**config.mk**
```make
export PLATFORM = sky130hd
export DESIGN_NAME = state_event_sequencer
export DESIGN_NICKNAME = d
export VERILOG_FILES = /design/src/rtl/fsm_drivers_pkg.sv /design/src/rtl/btn_sync_edge.sv /design/src/rtl/state_event_sequencer.sv
export SDC_FILE = /design/constraint.sdc
export NUM_CORES = 1
export LEC_CHECK = 0
export BUFFER_PORTS_ARGS = -buffer_cell sky130_fd_sc_hd__buf_2
export CORE_ASPECT_RATIO = 0.8
export CORE_MARGIN = 2
export CORE_UTILIZATION = 30
export DETAILED_ROUTE_END_ITERATION = 12
export PLACE_DENSITY = 0.47
export SYNTH_ARGS = -nofsm -noshare
export SYNTH_HDL_FRONTEND = slang
export SYNTH_SLANG_ARGS = --single-unit
```
**constraint.sdc**
```tcl
create_clock -name clk -period 2.4 [get_ports clk]
set_input_delay 0.24 -clock clk [delete_from_list [all_inputs] [get_ports clk]]
set_output_delay 0.24 -clock clk [all_outputs]
set_load 0.05 [all_outputs]
```
**src/rtl/fsm_drivers_pkg.sv**
```systemverilog
// Shared types and default sizing for the stat-bank driver FSMs.
// The register bank uses the same constants, so both sides agree on address width.
package fsm_drivers_pkg;

  typedef enum logic [1:0] {
    IDLE  = 2'd0,
    ISSUE = 2'd1,
    GAP   = 2'd2
  } fsm_t;

  localparam int DEF_BIT_ADDR  = 3;
  localparam int DEF_NUM_STATS = 4;

endpackage

```
**src/rtl/btn_sync_edge.sv**
```systemverilog
// One-bit two-flop synchronizer followed by a rising-edge detector.
// rise is high for one cycle per synchronized low-to-high transition of din.
module btn_sync_edge (
  input  logic clk,
  input  logic rst,
  input  logic din,
  output logic rise
);

  logic s_p0, s_p1, s_p2;

  always_ff @(posedge clk) begin
    if (rst) begin
      s_p0 <= 1'b0;
      s_p1 <= 1'b0;
      s_p2 <= 1'b0;
    end else begin
      s_p0 <= din;
      s_p1 <= s_p0;
      s_p2 <= s_p1;
    end
  end

  assign rise = s_p1 & ~s_p2;

endmodule

```
**src/rtl/state_event_sequencer.sv**
```systemverilog
// Serializes button increments and round-robin decay decrements into single-cycle
// UpState/DownState pulses with a matching state address, one event per 3 cycles.
module state_event_sequencer
  import fsm_drivers_pkg::*;
#(
  parameter int BIT_ADDR     = DEF_BIT_ADDR,
  parameter int NUM_STATS    = DEF_NUM_STATS,
  parameter int DECAY_PERIOD = 50_000_000
) (
  input  logic                 clk,
  input  logic                 rst,
  input  logic [NUM_STATS-1:0] btn_up,
  output logic [BIT_ADDR-1:0]  state,
  output logic                 UpState,
  output logic                 DownState,
  output logic                 busy,
  output logic                 overrun
);

  localparam int TMR_W = $clog2(DECAY_PERIOD);
  localparam int PTR_W = (NUM_STATS > 1) ? $clog2(NUM_STATS) : 1;
  localparam logic [TMR_W-1:0] TMR_LAST = TMR_W'(DECAY_PERIOD - 1);
  localparam logic [PTR_W-1:0] PTR_LAST = PTR_W'(NUM_STATS - 1);

  fsm_t                 fsm;
  logic [NUM_STATS-1:0] rise;
  logic [NUM_STATS-1:0] pend_up, pend_dn;
  logic [NUM_STATS-1:0] up_set, dn_set, up_clr, dn_clr, grant_mask;
  logic [TMR_W-1:0]     tmr;
  logic [PTR_W-1:0]     ptr;
  logic                 wrap, take, merge;
  logic                 grant_vld, grant_up;
  logic [BIT_ADDR-1:0]  grant_idx;

  function automatic logic [BIT_ADDR-1:0] lowest_idx(input logic [NUM_STATS-1:0] v);
    lowest_idx = '0;
    for (int i = NUM_STATS - 1; i >= 0; i--) begin
      if (v[i]) lowest_idx = BIT_ADDR'(i);
    end
  endfunction

  // Input stage: per-button synchronizer and edge detector
  for (genvar g = 0; g < NUM_STATS; g++) begin : g_btn
    btn_sync_edge u_sync (
      .clk  (clk),
      .rst  (rst),
      .din  (btn_up[g]),
      .rise (rise[g])
    );
  end

  // Decay timer free-runs regardless of FSM activity
  assign wrap = (tmr == TMR_LAST);

  always_ff @(posedge clk) begin
    if (rst) begin
      tmr <= '0;
      ptr <= '0;
    end else if (wrap) begin
      tmr <= '0;
      ptr <= (ptr == PTR_LAST) ? '0 : ptr + 1'b1;
    end else begin
      tmr <= tmr + 1'b1;
    end
  end

  // Arbiter: any increment beats any decrement, lowest index within a class
  always_comb begin
    grant_vld = (|pend_up) || (|pend_dn);
    grant_up  = |pend_up;
    grant_idx = grant_up ? lowest_idx(pend_up) : lowest_idx(pend_dn);
  end

  assign take       = (fsm == IDLE) && grant_vld;
  assign grant_mask = NUM_STATS'(1) << grant_idx;
  assign up_clr     = (take && grant_up)  ? grant_mask : '0;
  assign dn_clr     = (take && !grant_up) ? grant_mask : '0;
  assign up_set     = rise;
  assign dn_set     = wrap ? (NUM_STATS'(1) << ptr) : '0;

  // A set landing on a bit that stays pending collapses two requests into one
  assign merge = (|(up_set & pend_up & ~up_clr)) || (|(dn_set & pend_dn & ~dn_clr));

  always_ff @(posedge clk) begin
    if (rst) begin
      pend_up <= '0;
      pend_dn <= '0;
      overrun <= 1'b0;
    end else begin
      pend_up <= (pend_up & ~up_clr) | up_set;
      pend_dn <= (pend_dn & ~dn_clr) | dn_set;
      if (merge) overrun <= 1'b1;
    end
  end

  // Issue FSM: IDLE -> ISSUE (pulse) -> GAP (bank settles) -> IDLE
  always_ff @(posedge clk) begin
    if (rst) begin
      fsm       <= IDLE;
      state     <= '0;
      UpState   <= 1'b0;
      DownState <= 1'b0;
      busy      <= 1'b0;
    end else begin
      case (fsm)
        IDLE: begin
          if (grant_vld) begin
            fsm       <= ISSUE;
            state     <= grant_idx;
            UpState   <= grant_up;
            DownState <= !grant_up;
            busy      <= 1'b1;
          end
        end
        ISSUE: begin
          fsm       <= GAP;
          UpState   <= 1'b0;
          DownState <= 1'b0;
          busy      <= 1'b1;
        end
        GAP: begin
          fsm  <= IDLE;
          busy <= 1'b0;
        end
        default: begin
          fsm       <= IDLE;
          UpState   <= 1'b0;
          DownState <= 1'b0;
          busy      <= 1'b0;
        end
      endcase
    end
  end

endmodule

```
Word-level counts from Yosys, hierarchy flattened
Cells that the tools add are included.
{ "word_totals": {"ff_bits": 57, "latch_bits": 0, "mem_bits_rw": 0, "romBits": 0, "input_bits": 6, "out_inout_bits": 7, "elab_cells": 85, "n_memories": 0} }
{ "classes": {"add_sub_neg": 2, "mul": 0, "div_mod_pow": 0, "n_lt_le_gt_ge": 0, "eq_ne": 5, "n_shift": 2, "mux": 21, "bitwise_logic": 19, "reduce_logical": 14} }
{ "ops": {"columns": ["op", "count"], "rows": [
  ["26-bit by 1-bit adder with 26-bit output, second input constant", 1],
  ["26-bit == test, second input constant", 1],
  ["4-bit bitwise AND", 6],
  ["3-bit 2-to-1 mux", 7],
  ["4-bit OR reduction", 4],
  ["4-bit 2-to-1 mux", 3],
  ["2-bit 2-to-1 mux", 4],
  ["4-bit NOT", 2],
  ["4-bit bitwise OR", 2],
  ["1-bit case mux with 2 select lines", 3],
  ["1-bit NOT", 5],
  ["1-bit bitwise AND", 4],
  ["2-bit == test, second input constant", 2],
  ["2-bit case mux with 2 select lines", 1],
  ["2-bit AND reduction", 2],
  ["1-bit by 2-bit << shifter with 4-bit output, first input constant", 1],
  ["1-bit by 3-bit << shifter with 4-bit output, first input constant", 1],
  ["1-bit logical AND", 3],
  ["1-bit 2-to-1 mux", 3],
  ["2-bit by 1-bit adder with 2-bit output, second input constant", 1],
  ["2-bit by 1-bit == test with 1-bit output, second input constant", 1],
  ["2-bit zero test", 1],
  ["1-bit logical OR", 2],
  ["2-bit inequality test, second input constant", 1],
  ["2 further kinds", 2]
]} }

Logic depth before layout (Yosys ltp)
Gate-level depths: netlist (run 1).
{ "logic_depth": {"ltp_word": 11, "ltp_mapped": 9, "ltp_nobuf": 6} }

Cells and area by module
From an unflattened synthesis (run 1), not the netlist that was laid out.
{ "unflattened": {"hier_cells": 277, "hier_area_um2": 2533.7} }
{ "modules_own_cells": {"columns": ["mod", "n_inst", "cells_per_inst", "area_per_inst_um2", "seq_area_each_um2"], "rows": [
  ["state_event_sequencer", 1, 249, 2183.3, 880.8],
  ["btn_sync_edge", 4, 7, 87.6, 60.1]
]} }

Worst setup path before layout (run 1)
No wires, ideal clock.
{ "synth_path": {"kind": "reg-to-reg", "startpoint": "register tmr[0]", "endpoint": "register tmr[15]", "setup_ns": 0.115, "arrival_ns": 1.691, "t_required_ns": 2.285, "setup_slack_ns": 0.595, "stages_incl_launch_ff": 10, "n_path_buf": 3, "synth_period_minus_slack_ns": 1.805, "path_cell_list": "dfxtp_1 ha_1 and3_1 clkbuf_1 nand2_1 nor3_4 or2_1 buf_4 buf_6 nor2_1"} }
{ "synth_between": {"elab_chain_len": 2, "elab_cells_between_ends": 3, "classes_between": "add/sub: 1; eq/ne: 1; reduce/logical: 1"} }
{ "synth_rtl": {"columns": ["element", "line_no", "rtl"], "rows": [
  ["start: declaration", "state_event_sequencer.sv:29", "logic [TMR_W-1:0] tmr;"],
  ["start signal: assignment", "state_event_sequencer.sv:63", "tmr <= tmr + 1'b1;"],
  ["branches (longest 2 deep; another with 26-bit by 1-bit adder with 26-bit output)", null, null]
]} }
Several ways; the timed one is not identified.
A chain may end at the register's enable or synchronous reset.

Worst setup path after layout (run 1)
{ "layout_path": {"startpoint": "register tmr[0]", "endpoint": "register tmr[23]"} }
Same word-level chain as after synthesis.

==> summary.txt, run 1 <==
STA
  – Final hold violations: 0
  – Crit share post-route: 0.745
  – Max Slew Vio Count: 0
  – Setup ws final: ~0.61 ns
  – Final Critical Period: 1.79 ns
  – Setup tns final: 0 ns
  – RSZ-0062 raised after global routing: false
  – Clk_skew: ~0.0046 ns
  – FMAX: between 0.5 and 0.6 GHz
  – Final setup fails: 0
  – Slew margin rel.: 0.603
  – Slew @ Worst Pin: a little under 0.6 ns

Worst setup path
  – Critical Path AT: 1.97 ns
  – CP max stage cell: dfxtp_1
  – Crit path required time: roughly 2.6 ns
  – Crit Path Max Fanout: 25
  – Worst Reg-to-Reg Cells: 7
  – Crit Path Category: flip-flop to flip-flop
  – Startpoint types: flip-flop
  – Crit-path cells: ha_1 > and3_1 > nand2_1 > nor3_4 > or2_1 > buf_4 > nor2_1
  – CP max stage delay: 0.38 ns
  – Crit. End Element: flip-flop

Power
  – Sequential Power Share: 0.623
  – Gate power share: 0.065
  – Int Pwr: between 1 and 1.5 mW
  – Worst IR Drop VDD: 0.205 mV
  – Sw frac: 0.237
  – Psw: 368 uW
  – Clock share of power: 0.312
  – Leak: 0.962 nW
  – Pwr dens: 601 nW/um^2

Clocking
  – H-tree depth: 2
  – Clock Root Buffer: clkbuf_8
  – Clock sink count: between 50 and 60
  – PostCTS Resize Cnt: 0
  – Worst-case clock buffer depth: 2
  – CTS Buf Count: 5
  – Clk pin slew, worst setup/hold paths: 0.09 ns
  – Post-CTS Setup Bufs: 0
  – Hold_buf cts: 0
  – CTS tree: yes
  – Later-pin clock latency in the skew report: roughly 0.30 ns

Yosys
  – Synth top area share: 0.473
  – Sequential element share of the synthesized area: 0.473
  – Synth Register Bits: between 50 and 60
  – Mapped Nets: 275
  – Most used DFF post-synth: dfxtp_1
  – Asr flop ratio synth: 0
  – Synthesized area per cell: 8.99 um^2
  – Post-synth EDFFs: 0
  – Synth area leader: dfxtp_1
  – Yosys cell types: 44
  – Ranking of synthesized cells by area: dfxtp_1, nor2_1, xor2_1
  – Mapped cell area: 2370 um^2
  – Synth warnings: 0
  – Cells after Synth: 264

Cells and area
  – Share of layout cells above drive strength 1: 0.0956
  – Most frequent cells in the layout: dfxtp_1, nor2_1, nor2b_1
  – Area Overhead vs Synth: 8.81%
  – Most common cell after layout, fill and taps aside: dfxtp_1
  – Antenna Cells: 0
  – Nets@finish: 283

Detailed routing
  – DR vias: 1712
  – Detailed Routing Iterations Pass 1: 4
  – DRT iter0 DRCs: 93
  – Wire length per cell: roughly 11 um
  – DRC Markers: 0
  – DR vias/cell: 4.54
  – Final Routed Wirelength: 4.15 mm
  – Final ANT Viol Nets: 0

Min path
  – Hold WC Path Type: input port to flip-flop
  – Worst hold stages: 2

Floorplanning
  – Row count: 28
  – Core area: 7530 um^2
  – Number of I/O pins: 13
  – Die Ht: 83.5 um
  – DIE AREA: 8640 um^2
  – Initial Util: 0.315
  – Die width: 103 um

Run status
  – Outcome: complete, no violations

Placed design
  – Gpl congestion: around 0.75
  – Post-Place Setup Slack: 0.627 ns
  – Dpl hpwl: 2.91 mm
  – PortBufs: 11

Run
  – Max-cap violations: 0

GRT
  – Antenna violations before repair: 0
  – First-pass GRT wire length: 7.42 mm
  – Total Routing Usage GR: 0.105
  – Largest net degree at the start of global routing: 35
  – Vias in the first global route: 1577
  – Total gr overflow: 0
sequential cells by signal, summed over array words and instances, names as in the netlist, 2 cells and up:
signal,flops
fsm,2
g_btn.u_sync.s_p0,4
g_btn.u_sync.s_p1,4
g_btn.u_sync.s_p2,4
pend_dn,4
pend_up,4
ptr,2
state,2
tmr,26
through the flow:
step	area [um^2]	power, mW	hold WS, ns	instances	utilization
finish	2580	1.55	0.145	377	0.343
global route	2580	1.63	0.137	377	0.343
CTS	2580	1.58	0.132	377	0.343
detailed placement	2500	1.09	0.420	370	0.332
global placement	2500	1.09	0.417	370	0.332
floorplan	2370	1.07	0.332	264	-
synth_stat cells, drive strengths merged, types with 2 or more instances:
| cell type | number |
|---|---|
| a21o | 2 |
| a21oi | 11 |
| and2 | 2 |
| and3 | 5 |
| and4 | 3 |
| buf | 5 |
| clkbuf | 7 |
| dfxtp | 56 |
| ha | 5 |
| inv | 7 |
| mux2i | 3 |
| nand2 | 12 |
| nand2b | 4 |
| nand3 | 9 |
| nand4 | 11 |
| nor2 | 43 |
| nor2b | 15 |
| nor3 | 7 |
| nor4 | 4 |
| o21ai | 6 |
| o41ai | 2 |
| or2 | 6 |
| xnor2 | 11 |
| xor2 | 13 |
final timing paths:
kind | slack (ns) | start | to
max | 0.61 | tmr[0] | tmr[23]
min | 0.15 | btn_up[0] | g_btn[0].u_sync.s_p0
max reg2reg | 0.61 | tmr[0] | tmr[23]
min reg2reg | 0.44 | g_btn[3].u_sync.s_p0 | g_btn[3].u_sync.s_p1
critical path: cells and delay by family (launching register included):
kind,cells,cell delay (ns)
AND/OR/NAND/NOR,5,0.82
flip-flops,1,0.38
buffers and inverters,1,0.28
adder cells (fa/ha/maj),1,0.19
kinds of logic after synthesis:
kind of cell / after synthesis / share of synthesized area
adders and majority gates: 5 / 0.0264
DFF: 56 / 0.473
muxes: 3 / 0.0127
AOI/OAI and AO/OA: 30 / 0.0802
buffers and inverters: 19 / 0.0406
other: 1 / 0.00158
xor gates and xnor gates: 24 / 0.0886
and+or+nand+nor: 126 / 0.277
layer usage:
layer,global-route usage,share of wire,wire (um)
met5,0,0,0
met4,0.0251,0.0080,33
met3,0.0260,0.046,190
met2,0.140,0.38,1570
met1,0.165,0.57,2350
power groups by stage:
stage / clock [mW] / combinational, mW / sequential, mW
after CTS: 0.512 / 0.103 / 0.967
after global routing: 0.546 / 0.112 / 0.972
after detailed placement: 0 / 0.102 / 0.989
after floorplan: 0 / 0.0649 / 1.01
after global placement: 0 / 0.101 / 0.988
final: 0.483 / 0.101 / 0.967
cell type report:
class / instances / area (um^2)
multi-input cells: 189 / 1150
fillers: 789 / 4950
repair buffers: 13 / 70.1
flip-flops and latches: 56 / 1120
clock inverters: 1 / 5.00
clock buffers: 6 / 72.6
inverters: 7 / 26.3
well taps: 105 / 131
(Power assumes the default switching activity.)
==> inputs of run 2 (changes only) <==
==> constraint.sdc (replaced) <==
create_clock -name clk -period 1.65 [get_ports clk]
set_input_delay 0.165 -clock clk [delete_from_list [all_inputs] [get_ports clk]]
set_output_delay 0.165 -clock clk [all_outputs]
set_load 0.05 [all_outputs]
==> run 2 against run 1 <==
Against the previous run:
- the run now ends with negative setup slack left
- sequential cell count unchanged
- routed wire length increased by 11%
- clock-buffer cell count decreased by 1
- final area increased by 14%
- via count increased by 6.7%
- highest routed layer unchanged
==> summary.txt, run 2 (synthesis results as in run 1) <==
STA
  – Crit share post-route: 1.04 (+0.295)
  – Final Critical Period: 1.72 ns (-0.0719 ns)
  – Final setup fails: 1 (+1)
  – Final hold violations: 0 (unchanged)
  – Clk_skew: 0.0122 ns (+0.00756 ns)
  – Max Slew Vio Count: 0 (unchanged)
  – Fin Hold WS: 0.0535 ns (-0.0915 ns)
  – RSZ-0062 raised after global routing: true
  – Setup tns final: -0.0658 ns (-0.0658 ns)
  – Setup ws final: -0.0658 ns (-0.678 ns)
  – FMAX: 0.583 GHz (+4.2%)

Clocking
  – Clk pin slew, worst setup/hold paths: 0.11 ns (+0.02 ns)
  – Clock Root Buffer: clkbuf_8
  – CTS tree: yes
  – Hold_buf cts: 0 (unchanged)
  – Later-pin clock latency in the skew report: 0.31 ns (about the same)
  – Worst-case clock buffer depth: 2 (unchanged)
  – H-tree depth: 2 (unchanged)
  – Clock sink count: 56 (unchanged)
  – CTS Buf Count: 5 (unchanged)

Cells and area
  – Largest register FFs: 26 (unchanged)
  – Antenna Cells: 0 (unchanged)
  – Most common cell after layout, fill and taps aside: dfxtp_1
  – Area Overhead vs Synth: 24.2%
  – Design area: 2950 um^2 (+14%)
  – Nets@finish: 314 (+11%)
  – # fillers: 778 (-1.4%)
  – Share of layout cells above drive strength 1: 0.270 (+0.174)
  – Final Non-Filler Cells: 409 (+8.5%)
  – Most frequent cells in the layout: dfxtp_1, nor2_1, buf_4
  – Reg with most FFs: tmr

GRT
  – Total Routing Usage GR: 0.114 (+0.00977)
  – Total gr overflow: 0 (unchanged)
  – First-pass GRT wire length: 7.99 mm (+7.6%)
  – Largest net degree at the start of global routing: 26 (-26%)
  – Antenna violations before repair: 0 (unchanged)
  – Vias in the first global route: 1711 (+8.5%)

Worst setup path
  – Crit. End Element: flip-flop
  – Crit Path Category: flip-flop to flip-flop
  – Startpoint types: flip-flop
  – Worst Reg-to-Reg Cells: 5 (-2)
  – Crit path required time: 1.83 ns (-0.75 ns)
  – Crit Path Max Fanout: 5 (-80%)
  – R2r setup slk: -0.07 ns (-0.68 ns)
  – Worst R2R End: overrun
  – Origin of the critical flop-to-flop path: pend_up[1]
  – Critical Path AT: 1.90 ns (-0.07 ns)
  – CP startpoint: pend_up[1]

Detailed routing
  – Final ANT Viol Nets: 0 (unchanged)
  – DR vias/cell: 4.46 (-1.7%)
  – Final Routed Wirelength: 4.59 mm (+11%)
  – DRC Markers: 0 (unchanged)
  – Detailed Routing Iterations Pass 1: 4 (unchanged)
  – DRT iter0 DRCs: 76 (-18%)
  – Wire length per cell: 11.2 um (+1.9%)
  – DR vias: 1826 (+6.7%)

Floorplanning
  – Core area: 7530 um^2 (unchanged)
  – Number of I/O pins: 13 (unchanged)
  – Initial Util: 0.315 (unchanged)
  – Die Ht: 83.5 um (unchanged)
  – Die width: 103 um (unchanged)
  – Row count: 28 (unchanged)
  – DIE AREA: 8640 um^2 (unchanged)

Placed design
  – Dpl hpwl: 3.20 mm (+10%)
  – Gpl congestion: 0.795 (+6.0%)
  – PortBufs: 11 (unchanged)
  – Placed cells: 399 (+7.8%)
  – Placed cell area: 2760 um^2 (+10%)

Run
  – Max-cap violations: 0 (unchanged)

Run status
  – Failing checks: negative setup slack
  – Outcome: complete, but fails checks

Power
  – Pwr dens: 801 nW/um^2 (+33%)
  – Worst IR Drop VDD: 0.359 mV (+75%)
  – Total power: 2.36 mW (+52%)
  – Leak: 1.14 nW (+18%)

Min path
  – Hold Path Origin: btn_up[2]
  – Hold WC Path Type: input port to flip-flop
  – Worst hold stages: 2 (unchanged)
  – Hold Path End: g_btn[2].u_sync.s_p0
==> run 2: metrics by stage <==
stage / util / setup WS, ns
2_1_floorplan: - / -0.0297
3_5_place_dp: 0.366 / -0.0375
3_3_place_gp: 0.366 / -0.0266
4_1_cts: 0.380 / -0.00482
6_report: 0.391 / -0.0658
5_1_grt: 0.391 / -0.123
==> run 2: worst max path at each step <==
stage / slack [ns] / cells after the start / end
3_5_place_dp: -0.04 / 6 / overrun
5_1_grt: -0.12 / 5 / overrun
4_1_cts: -0.005 / 5 / overrun
3_3_place_gp: -0.03 / 6 / overrun
6_report: -0.07 / 5 / overrun
2_1_floorplan: -0.03 / 9 / tmr[0]
==> run 2: worst max-delay path, cell delays in order, from the launching register on <==
cell and delay [ns]:
dfxtp_2 0.37, or4_4 0.58, o311ai_4 0.25, o21ai_1 0.10, a31oi_1 0.16, o221ai_1 0.13
==> run 2: cell type report <==
cell class                      instances  area, um^2  area share
Tap cell                              105         131      0.0446
Clock buffer                            5        68.8      0.0234
Multi-Input combinational cell        189        1240       0.422
Timing Repair Buffer                   44         319       0.108
Clock inverter                          3        21.3     0.00722
Sequential cell                        56        1140       0.386
Inverter                                7        26.3     0.00892
==> run 2: report_power, final <==
group          switching (mW)  total (mW)  internal (mW)
registers              0.0212        1.41           1.38
clock network           0.458       0.761          0.303
logic                   0.115       0.193         0.0777
total                   0.594        2.36           1.76
==> run 2: what timing repair did <==
item,4_1_cts,5_1_grt
gates cloned,0,0
endpoints found under the hold margin,0,0
buffers inserted,0,2
pin swaps,0,6
setup endpoints to repair,1,31
resized for setup,5,17
==> run 2: metal layers <==
metal	vias to the layer above	share of wire	track usage
met5	-	0	0
met4	0	0.012	0.0359
met3	4	0.030	0.0251
met2	23	0.39	0.152
met1	823	0.57	0.179
li1	976	-	-
